[config.mk]
export PLATFORM = sky130hd
export DESIGN_NAME = ram5_arbiter
export DESIGN_NICKNAME = d
export VERILOG_FILES = /design/src/rtl/ram5_arbiter.sv
export SDC_FILE = /design/constraint.sdc
export NUM_CORES = 1
export LEC_CHECK = 0
export ABC_AREA = 1
export CORE_UTILIZATION = 28
export DETAILED_ROUTE_END_ITERATION = 8
export SKIP_CTS_REPAIR_TIMING = 1
export SYNTH_ARGS = -nofsm -noshare
export SYNTH_HDL_FRONTEND = slang
export SYNTH_SLANG_ARGS = --single-unit
[constraint.sdc]
create_clock -name clk -period 2.79 [get_ports clk]
set_input_delay 0.279 -clock clk [delete_from_list [all_inputs] [get_ports clk]]
set_output_delay 0.279 -clock clk [all_outputs]
set_load 0.05 [all_outputs]
[src/rtl/ram5_arbiter.sv]
// Round-robin arbiter sharing the ram5 write and read ports between requesters A and B.
// Each accepted transaction takes three cycles: select (IDLE), drive RAM (ACCESS), respond (RESP).
module ram5_arbiter #(
    parameter int unsigned AW = 5,
    parameter int unsigned DW = 8
) (
    input  logic          clk,
    input  logic          rst_n,
    input  logic          a_req,
    input  logic          a_we,
    input  logic [AW-1:0] a_addr,
    input  logic [DW-1:0] a_wdata,
    input  logic          b_req,
    input  logic          b_we,
    input  logic [AW-1:0] b_addr,
    input  logic [DW-1:0] b_wdata,
    output logic          a_gnt,
    output logic          b_gnt,
    output logic          a_rvalid,
    output logic          b_rvalid,
    output logic [DW-1:0] rdata,
    output logic [AW-1:0] ram_in_address,
    output logic [DW-1:0] ram_in_data,
    output logic          ram_we,
    output logic [AW-1:0] ram_out_address,
    input  logic [DW-1:0] ram_out_data
);

    typedef enum logic [1:0] {StIdle, StAccess, StResp} state_e;

    state_e        state_q, state_d;
    logic          last_q, last_d;    // 1: B was granted last
    logic          owner_q, owner_d;  // 1: B owns the in-flight transaction
    logic          we_q, we_d;
    logic [AW-1:0] in_addr_q, in_addr_d;
    logic [AW-1:0] out_addr_q, out_addr_d;
    logic [DW-1:0] in_data_q, in_data_d;
    logic [DW-1:0] rdata_q, rdata_d;

    logic          pick_b;
    logic          sel_we;
    logic [AW-1:0] sel_addr;
    logic [DW-1:0] sel_wdata;

    // B wins when it is alone, or on a tie when A was granted last.
    assign pick_b    = b_req & (~a_req | ~last_q);
    assign sel_we    = pick_b ? b_we    : a_we;
    assign sel_addr  = pick_b ? b_addr  : a_addr;
    assign sel_wdata = pick_b ? b_wdata : a_wdata;

    always_comb begin
        state_d    = state_q;
        last_d     = last_q;
        owner_d    = owner_q;
        we_d       = we_q;
        in_addr_d  = in_addr_q;
        in_data_d  = in_data_q;
        out_addr_d = out_addr_q;
        rdata_d    = rdata_q;
        unique case (state_q)
            StIdle: begin
                if (a_req || b_req) begin
                    owner_d = pick_b;
                    last_d  = pick_b;
                    we_d    = sel_we;
                    // RAM address/data registers double as the latched request fields.
                    if (sel_we) begin
                        in_addr_d = sel_addr;
                        in_data_d = sel_wdata;
                    end else begin
                        out_addr_d = sel_addr;
                    end
                    state_d = StAccess;
                end
            end
            StAccess: begin
                if (!we_q) rdata_d = ram_out_data;
                state_d = StResp;
            end
            StResp:  state_d = StIdle;
            default: state_d = StIdle;
        endcase
    end

    always_ff @(posedge clk) begin
        if (!rst_n) begin
            state_q    <= StIdle;
            last_q     <= 1'b1;
            owner_q    <= 1'b0;
            we_q       <= 1'b0;
            in_addr_q  <= '0;
            in_data_q  <= '0;
            out_addr_q <= '0;
            rdata_q    <= '0;
        end else begin
            state_q    <= state_d;
            last_q     <= last_d;
            owner_q    <= owner_d;
            we_q       <= we_d;
            in_addr_q  <= in_addr_d;
            in_data_q  <= in_data_d;
            out_addr_q <= out_addr_d;
            rdata_q    <= rdata_d;
        end
    end

    assign a_gnt           = (state_q == StAccess) && !owner_q;
    assign b_gnt           = (state_q == StAccess) && owner_q;
    assign a_rvalid        = (state_q == StResp) && !we_q && !owner_q;
    assign b_rvalid        = (state_q == StResp) && !we_q && owner_q;
    assign ram_we          = (state_q == StAccess) && we_q;
    assign rdata           = rdata_q;
    assign ram_in_address  = in_addr_q;
    assign ram_in_data     = in_data_q;
    assign ram_out_address = out_addr_q;

endmodule

Yosys cells after proc, flatten, opt, wreduce, memory -nomap -nowiden
Cells that the tools add are included.
{"block": "totals", "reg_bits": 31, "output_inout_bits": 31, "input_bits": 40, "elab_cells": 36}
{"block": "op_classes", "reduce_logical": 14, "eq_ne": 3, "mux": 5, "bitwise": 6}
{"operator": "two-way mux 8 bit", "n": 1}
{"operator": "logical AND 1 bit", "n": 6}
{"operator": "AND reduction 3 bit", "n": 2}
{"operator": "two-way mux 5 bit", "n": 1}
{"operator": "NOT 1 bit", "n": 4}
{"operator": "case mux 2 bit (2 select lines)", "n": 1}
{"operator": "AND reduction 2 bit", "n": 2}
{"operator": "equality test 2 x 1 -> 1 bit, second input constant", "n": 1}
{"operator": "equality test 2 bit, second input constant", "n": 1}
{"operator": "logical NOT 1 bit", "n": 2}
{"operator": "logical NOT 2 bit", "n": 1}
{"operator": "two-way mux 2 bit", "n": 1}
{"operator": "inequality test 2 bit, second input constant", "n": 1}
{"operator": "AND 1 bit", "n": 1}
{"operator": "logical OR 1 bit", "n": 1}
{"operator": "two-way mux 1 bit", "n": 1}
{"operator": "OR 1 bit", "n": 1}

Longest topological paths before layout
Gate-level depths: netlist of the first run.
{"block": "logic_depth", "ltp_word": 6, "mapped_depth": 8, "depth_no_buf": 7}

Worst setup path after synthesis of the first run
No wires, ideal clock.
{"block": "synth_timing", "kind": "register -> output", "startpoint": "register we_q", "endpoint": "output port a_rvalid", "required_ps": 2511, "path_slack_ps": 1113, "n_path_buf": 1, "arrival_ps": 1398, "path_stages_with_launch": 5, "path_cell_list": "dfxtp_1 inv_1 clkbuf_1 nand3_1 nor2_1"}
{"block": "synth_via", "elab_chain_len": 3}
{"element": "start: declaration", "line_no": "34", "source": "logic we_q, we_d;"}
{"element": "start signal: assignment", "line_no": "99", "source": "we_q <= we_d;"}
{"element": "logical NOT 1 bit", "line_no": "109", "source": "assign a_rvalid = (state_q == StResp) && !we_q && !owner_q;"}
{"element": "logical AND 1 bit (2 in series)", "line_no": "109"}
{"element": "end: declaration", "line_no": "19", "source": "output logic a_rvalid,"}
No other way between the ends.

Worst setup path after layout of the first run
{"block": "layout_timing", "startpoint": "register state_q[0]", "endpoint": "output port b_gnt"}
{"block": "layout_via", "elab_chain_len": 2}
{"element": "start: declaration", "line_no": "31", "source": "state_e state_q, state_d;"}
{"element": "start signal: assignment", "line_no": "87", "source": "state_q <= StIdle;"}
{"element": "start signal: assignment", "line_no": "96", "source": "state_q <= state_d;"}
{"element": "equality test 2 x 1 -> 1 bit", "line_no": "108", "source": "assign b_gnt = (state_q == StAccess) && owner_q;"}
{"element": "logical AND 1 bit", "line_no": "108"}
{"element": "end: declaration", "line_no": "18", "source": "output logic b_gnt,"}
No other way between the ends.

==> run metrics, run 1 <==
result of the run=finished, final reports clean; synthesized-area fraction occupied by adder cells=0%; register bit total from synthesis=31; CTS tree=built; fraction of final layout cells with drive strength greater than 1=6.931%; setup ws final=517.5 ps; die area=5792 sq um; worst-margin pin slew=515.8 ps; post-synthesis cell type count=19; post-layout minimum cycle time=2273 ps; portion of netlist area occupied by mux cells=0%; data required time at the worst endpoint=2510 ps; Clock Sinks=31; area fraction in and, or, nand and nor cells after synthesis=45.81%; FP Rows=26; sum of internal, switching and leakage power=about 0.0013 W; number of top-level pins=71; count of antenna-violating nets left after detailed routing=0; Synth Flop Type=sky130_fd_sc_hd__dfxtp_1; sum of buffers and inverters on the critical path=3; area inside the core boundary=5205 sq um; Mapped Area=~1500 sq um; critical path class=reg -> out; initial cell density of the core=29.54%; cell at the slowest stage of the critical path=sky130_fd_sc_hd__clkdlybuf4s50_1; fraction of post-synthesis cell area in the top cell type by area=40.36%; root buffer cell=sky130_fd_sc_hd__clkbuf_8; share of flip-flops with an asynchronous set or reset=0%; Tightest Hold Check Type=reg -> reg; complex-gate fraction of the synthesized area=3.255%; post-synthesis xor/xnor area fraction=0%; Area growth syn-to-layout=53.70%; DP Worst Slack=799.5 ps; dominant cells by area after synthesis=sky130_fd_sc_hd__dfxtp_1, sky130_fd_sc_hd__nand2_1, sky130_fd_sc_hd__nor2_1, sky130_fd_sc_hd__nand3_1, sky130_fd_sc_hd__inv_1; startpoint kind of the worst setup timing path=register; Critical Path Max Stage Delay=810 ps; number of global-route vias before repair=1547; main combinational cell family by area after synthesis=simple AND/OR/NAND/NOR gates; maximum vdd drop=282.7 uV; setup slack on the worst flop-to-flop path=1520 ps; maximum fanout along the worst path=10; most area-hungry cell type in the Yosys netlist=sky130_fd_sc_hd__dfxtp_1; Synth Instances=233; areal power density over the cells=559.5 nW/um^2; fraction of the yosys area taken by sequential cells=40.36%; DR vias=1562; number of H-tree levels=2; Die Y-Extent=76.11 um; syn_area_per_cell=approximately 6.6 sq um; detailed-routing iteration count for the pre-antenna-repair pass=4; Achievable Freq=440.0 MHz; Critical Path, Cell by Cell=inv_1 -> nor2_2 -> inv_1 -> nor2_1 -> clkdlybuf4s50_1; number of slew-limit violations in the final report=0; overflow left after global routing=0; Vias per Instance=around 4.2; count of routing violations after the opening detailed-route iteration=33; fin crit share=81.45%; count of unresolved DRC violations after routing=0; wire length of the first global-routing pass=roughly 6700 um; Final Wtd Congestion=approximately 0.76; maximum number of pins on one net before global-route repair=22; nets=343; average wire length per cell after detail routing=9.949 um; maximum buffer depth of the clock tree=2; Leak=about 1.1 nW; Final setup violation count=0; Post-DP HPWL=~2800 um; worst rel slew slack=65.50%; dominant cell type by count on the critical path=sky130_fd_sc_hd__inv_1; endpoints failing hold=0; CTS clk-pin slew, worst paths=60 ps; critical path capture point type=output port; worst-case clock skew=5.368 ps; Maximum Capacitance Violations=0; buffers added on ports=70; initial antenna violation count=0; total number of yosys warnings=0; Total Neg Setup Slack=0 ps; Worst EP arrival=just under 2000 ps; number of enable-type register cells in the synthesized netlist=0; final wirelength=3711 um; overall track demand over capacity in global routing=~14%; Num CTS Buffers=5; antenna diode count=0; setup repair after global routing missed its margin=false; clock network latency to the later pin of the worst-skew pair=~280 ps; category of cells accounting for the largest share of critical-path delay=buffers and inverters; Post-Syn Nets=approximately 270; floorplan die width=76.11 um
==> logic make-up (layout without fill, tap and decap cells) <==
group / count (synthesis) / in the layout
flip-flops: 31 / 31
AND/OR/NAND/NOR: 156 / 156
buffers and inverters: 36 / 106
AO/OA/AOI/OAI: 10 / 10
==> cells in the mapped netlist (2+ instances only) <==
cell                       count
sky130_fd_sc_hd__nand2_1      75
sky130_fd_sc_hd__nor2_1       44
sky130_fd_sc_hd__dfxtp_1      31
sky130_fd_sc_hd__inv_1        26
sky130_fd_sc_hd__nand3_1      26
sky130_fd_sc_hd__a21oi_1       9
sky130_fd_sc_hd__buf_6         3
sky130_fd_sc_hd__clkbuf_1      3
sky130_fd_sc_hd__nand2_4       3
sky130_fd_sc_hd__nor2_4        3
sky130_fd_sc_hd__inv_2         2
==> metrics by stage <==
stage | cell area (sq um) | util (%) | instances | hold WS, ps
floorplan | 1538 | - | 233 | 408.0
global placement | 2276 | 43.73 | 366 | 450.9
detailed placement | 2276 | 43.73 | 366 | 453.3
CTS | 2364 | 45.41 | 373 | 463.4
global route | 2364 | 45.41 | 373 | 488.5
finish | 2364 | 45.41 | 373 | 458.7
==> per-layer routing <==
metal / up-vias / part of all wire (%) / GRT usage (%)
met2: 57 / 45 / 23.91
met3: 8 / 8.2 / 5.389
li1: 843 / - / -
met5: - / 0 / 0
met4: 0 / 1.5 / 5.769
met1: 654 / 45 / 16.14
==> where the power goes <==
| part | internal [W] | switching, W | leakage, nW |
|---|---|---|---|
| Clock | 0.000193 | 0.000158 | 0.0470 |
| Sequential | 0.000487 | 0.0000224 | 0.255 |
| Combinational | 0.000172 | 0.000291 | 0.777 |
| Total | 0.000852 | 0.000471 | 1.08 |
==> worst reg2reg max path: stages, from the launching register on <==
cell,delay (ps)
sky130_fd_sc_hd__dfxtp_1,300
sky130_fd_sc_hd__inv_1,90
sky130_fd_sc_hd__nand2_1,140
sky130_fd_sc_hd__nor2_8,230
sky130_fd_sc_hd__nand3_4,210
sky130_fd_sc_hd__nor2_1,150
sky130_fd_sc_hd__nor2_1,60
==> final timing paths <==
path	startpoint	end	depth (start not counted)
worst max-delay path	state_q[0]	b_gnt	5
worst min-delay path	rdata[5]	rdata[5]	2
worst max register to register	state_q[0]	ram_in_data[1]	6
worst min register to register	rdata[5]	rdata[5]	2
==> flip-flops by register name, indices dropped and copies added (netlist names) <==
name and flops:
owner_q 1, ram_in_address 5, we_q 1, rdata 8, ram_out_address 5, last_q 1
ram_in_data 8, state_q 2
==> cell type report <==
type | instances | area (sq um)
Fill cell | 571 | 2841
Multi-Input combinational cell | 166 | 754.5
Timing Repair Buffer | 71 | 708.2
Sequential cell | 31 | 620.6
Inverter | 28 | 105.1
Tap cell | 70 | 87.58
Clock buffer | 6 | 82.58
Clock inverter | 1 | 5.005
==> cells in the final DEF, fill, tap and decap left out <==
| master | synthesis | layout |
|---|---|---|
| sky130_fd_sc_hd__nand3_2 | 1 | 1 |
| sky130_fd_sc_hd__inv_1 | 26 | 26 |
| sky130_fd_sc_hd__nand2_4 | 3 | 3 |
| sky130_fd_sc_hd__dfxtp_1 | 31 | 31 |
| sky130_fd_sc_hd__clkbuf_8 | 0 | 6 |
| sky130_fd_sc_hd__o21ai_0 | 1 | 1 |
| sky130_fd_sc_hd__clkdlybuf4s50_1 | 0 | 70 |
| sky130_fd_sc_hd__clkinv_2 | 0 | 1 |
| sky130_fd_sc_hd__nand3_4 | 1 | 1 |
| sky130_fd_sc_hd__nand3_1 | 26 | 26 |
| sky130_fd_sc_hd__nor2_2 | 1 | 1 |
| sky130_fd_sc_hd__nor2_4 | 3 | 3 |
| sky130_fd_sc_hd__buf_4 | 1 | 1 |
| sky130_fd_sc_hd__nand2_2 | 1 | 1 |
| sky130_fd_sc_hd__inv_2 | 2 | 2 |
| sky130_fd_sc_hd__nor2_8 | 1 | 1 |
| sky130_fd_sc_hd__a21oi_1 | 9 | 9 |
| sky130_fd_sc_hd__nand2_1 | 75 | 75 |
| sky130_fd_sc_hd__nor2_1 | 44 | 44 |
No activity file was read; power rests on OpenSTA's default activity.
==> run 2, diff against run 1 <==
==> constraint.sdc (replaced) <==
create_clock -name clk -period 2.22 [get_ports clk]
set_input_delay 0.222 -clock clk [delete_from_list [all_inputs] [get_ports clk]]
set_output_delay 0.222 -clock clk [all_outputs]
set_load 0.05 [all_outputs]
==> run metrics, run 2 (same netlist as run 1, synthesis figures left out) <==
result of the run=finished, final reports clean; launch point of the worst path=state_q[0]; root buffer cell=sky130_fd_sc_hd__clkbuf_8; endpoints failing hold=0 (unchanged); number of top-level pins=71 (unchanged); number of global-route vias before repair=1526 (-1.4%); antenna diode count=0 (unchanged); count of antenna-violating nets left after detailed routing=0 (unchanged); Final setup violation count=0 (unchanged); clock network latency to the later pin of the worst-skew pair=280 ps (about the same); maximum buffer depth of the clock tree=2 (unchanged); Leak=1.095 nW (+1.4%); number of H-tree levels=2 (unchanged); data required time at the worst endpoint=2000 ps (-510 ps); area inside the core boundary=5205 sq um (unchanged); Critical Path, Cell by Cell=inv_1 -> nand3_1 -> nor2_1 -> clkdlybuf4s50_1; die area=5792 sq um (unchanged); CP Depth=4 (-1); Post-DP HPWL=2850 um (+0.57%); most common cell after layout, fill and taps aside=sky130_fd_sc_hd__nand2_1; initial antenna violation count=0 (unchanged); launch point of the worst reg-to-reg path=state_q[0]; setup repair after global routing missed its margin=false; detailed-routing iteration count for the pre-antenna-repair pass=4 (unchanged); critical path class=reg -> out; worst-margin pin slew=522.5 ps (+6.615 ps); Worst EP arrival=1690 ps (-300 ps); maximum fanout along the worst path=3 (-7); wire length of the first global-routing pass=6520 um (-2.3%); count of unresolved DRC violations after routing=0 (unchanged); Num CTS Buffers=5 (unchanged); average wire length per cell after detail routing=10.03 um (+0.81%); maximum number of pins on one net before global-route repair=22 (unchanged); DR vias=1564 (+0.13%); Hold Startpoint=rdata[7]; overflow left after global routing=0 (unchanged); CTS tree=built; Worst Reg2Reg Path Length in Cells=7 (+1); overall track demand over capacity in global routing=13.85% (-0.36 points); areal power density over the cells=705.5 nW/um^2 (+26%); count of routing violations after the opening detailed-route iteration=36 (+9.1%); nets=345 (+0.58%); number of instances on the worst hold path=2 (unchanged); Area growth syn-to-layout=54.19%; Vias per Instance=4.171 (-0.41%); post-layout minimum cycle time=1909 ps; most frequent cells in the layout=sky130_fd_sc_hd__nand2_1, sky130_fd_sc_hd__clkdlybuf4s50_1, sky130_fd_sc_hd__nor2_1, sky130_fd_sc_hd__dfxtp_1; Final Wtd Congestion=0.7356 (-2.6%); sum of buffers and inverters on the critical path=2 (-1); final wirelength=3761 um (+1.3%); Total Neg Setup Slack=0 ps (unchanged); Achievable Freq=roughly 520 MHz; Critical Path Max Stage Delay=800 ps (about the same); Die Y-Extent=76.11 um (unchanged); Clock Sinks=31 (unchanged); CTS clk-pin slew, worst paths=60 ps (about the same); buffers added on ports=70 (unchanged); critical path capture point type=output port; worst rel slew slack=65.06% (-0.44 points); Maximum Capacitance Violations=0 (unchanged); floorplan die width=76.11 um (unchanged); maximum vdd drop=351.2 uV (+24%); initial cell density of the core=29.54% (unchanged); worst-case clock skew=2.955 ps (-2.413 ps); fin crit share=85.99%; number of slew-limit violations in the final report=0 (unchanged); fraction of final layout cells with drive strength greater than 1=8.525% (+1.6 points); cell at the slowest stage of the critical path=sky130_fd_sc_hd__clkdlybuf4s50_1; FP Rows=26 (unchanged); startpoint kind of the worst setup timing path=register; Tightest Hold Check Type=reg -> reg; category of cells accounting for the largest share of critical-path delay=buffers and inverters; final core utilization=45.55% (+0.14 points)
==> run 2: worst min-delay path, delay by kind of cell (launching register included) <==
kind             cells  cell delay (ps)
flip-flops           1              310
AO/OA/AOI/OAI        1               50
AND/OR/NAND/NOR      1               60
==> run 2: worst paths after layout <==
path	endpoint	slack [ps]
worst min-delay path	rdata[7]	460
worst min register to register	rdata[7]	460
worst max-delay path	a_rvalid	310
worst max register to register	ram_in_data[4]	940
==> run 2: through the flow <==
step / area (sq um) / cells / power, W / hold WS (ps) / worst slack, ps
3_3_place_gp: 2283 / 368 / 0.001241 / 449.4 / 415.8
6_report: 2371 / 375 / 0.001673 / 462.5 / 311.0
3_5_place_dp: 2283 / 368 / 0.001244 / 455.4 / 374.9
4_1_cts: 2371 / 375 / 0.001700 / 465.8 / 291.6
5_1_grt: 2371 / 375 / 0.001771 / 475.9 / 199.5
2_1_floorplan: 1538 / 233 / 0.001041 / 351.0 / 600.3
==> run 2: layer usage <==
metal	up-vias	part of all wire [%]	global-route usage [%]
li1	848	-	-
met1	655	45	15.77
met2	56	45	23.27
met3	5	9.1	6.587
met4	0	0.96	3.462
met5	-	0	0
==> run 2: area by class of cell <==
type	instances	area, sq um
sequential	31	620.6
clock inverter	1	5.005
fill	566	2834
inverter	28	105.1
tap	70	87.58
timing repair buffer	73	715.7
multi-input combinational	166	754.5
clock buffer	6	82.58
==> run 2: power by group <==
part,total [W],internal (W),switching (W)
clock network,0.000447,0.000243,0.000204
registers,0.000641,0.000612,0.0000292
logic,0.000585,0.000219,0.000366
total,0.00167,0.00107,0.000599
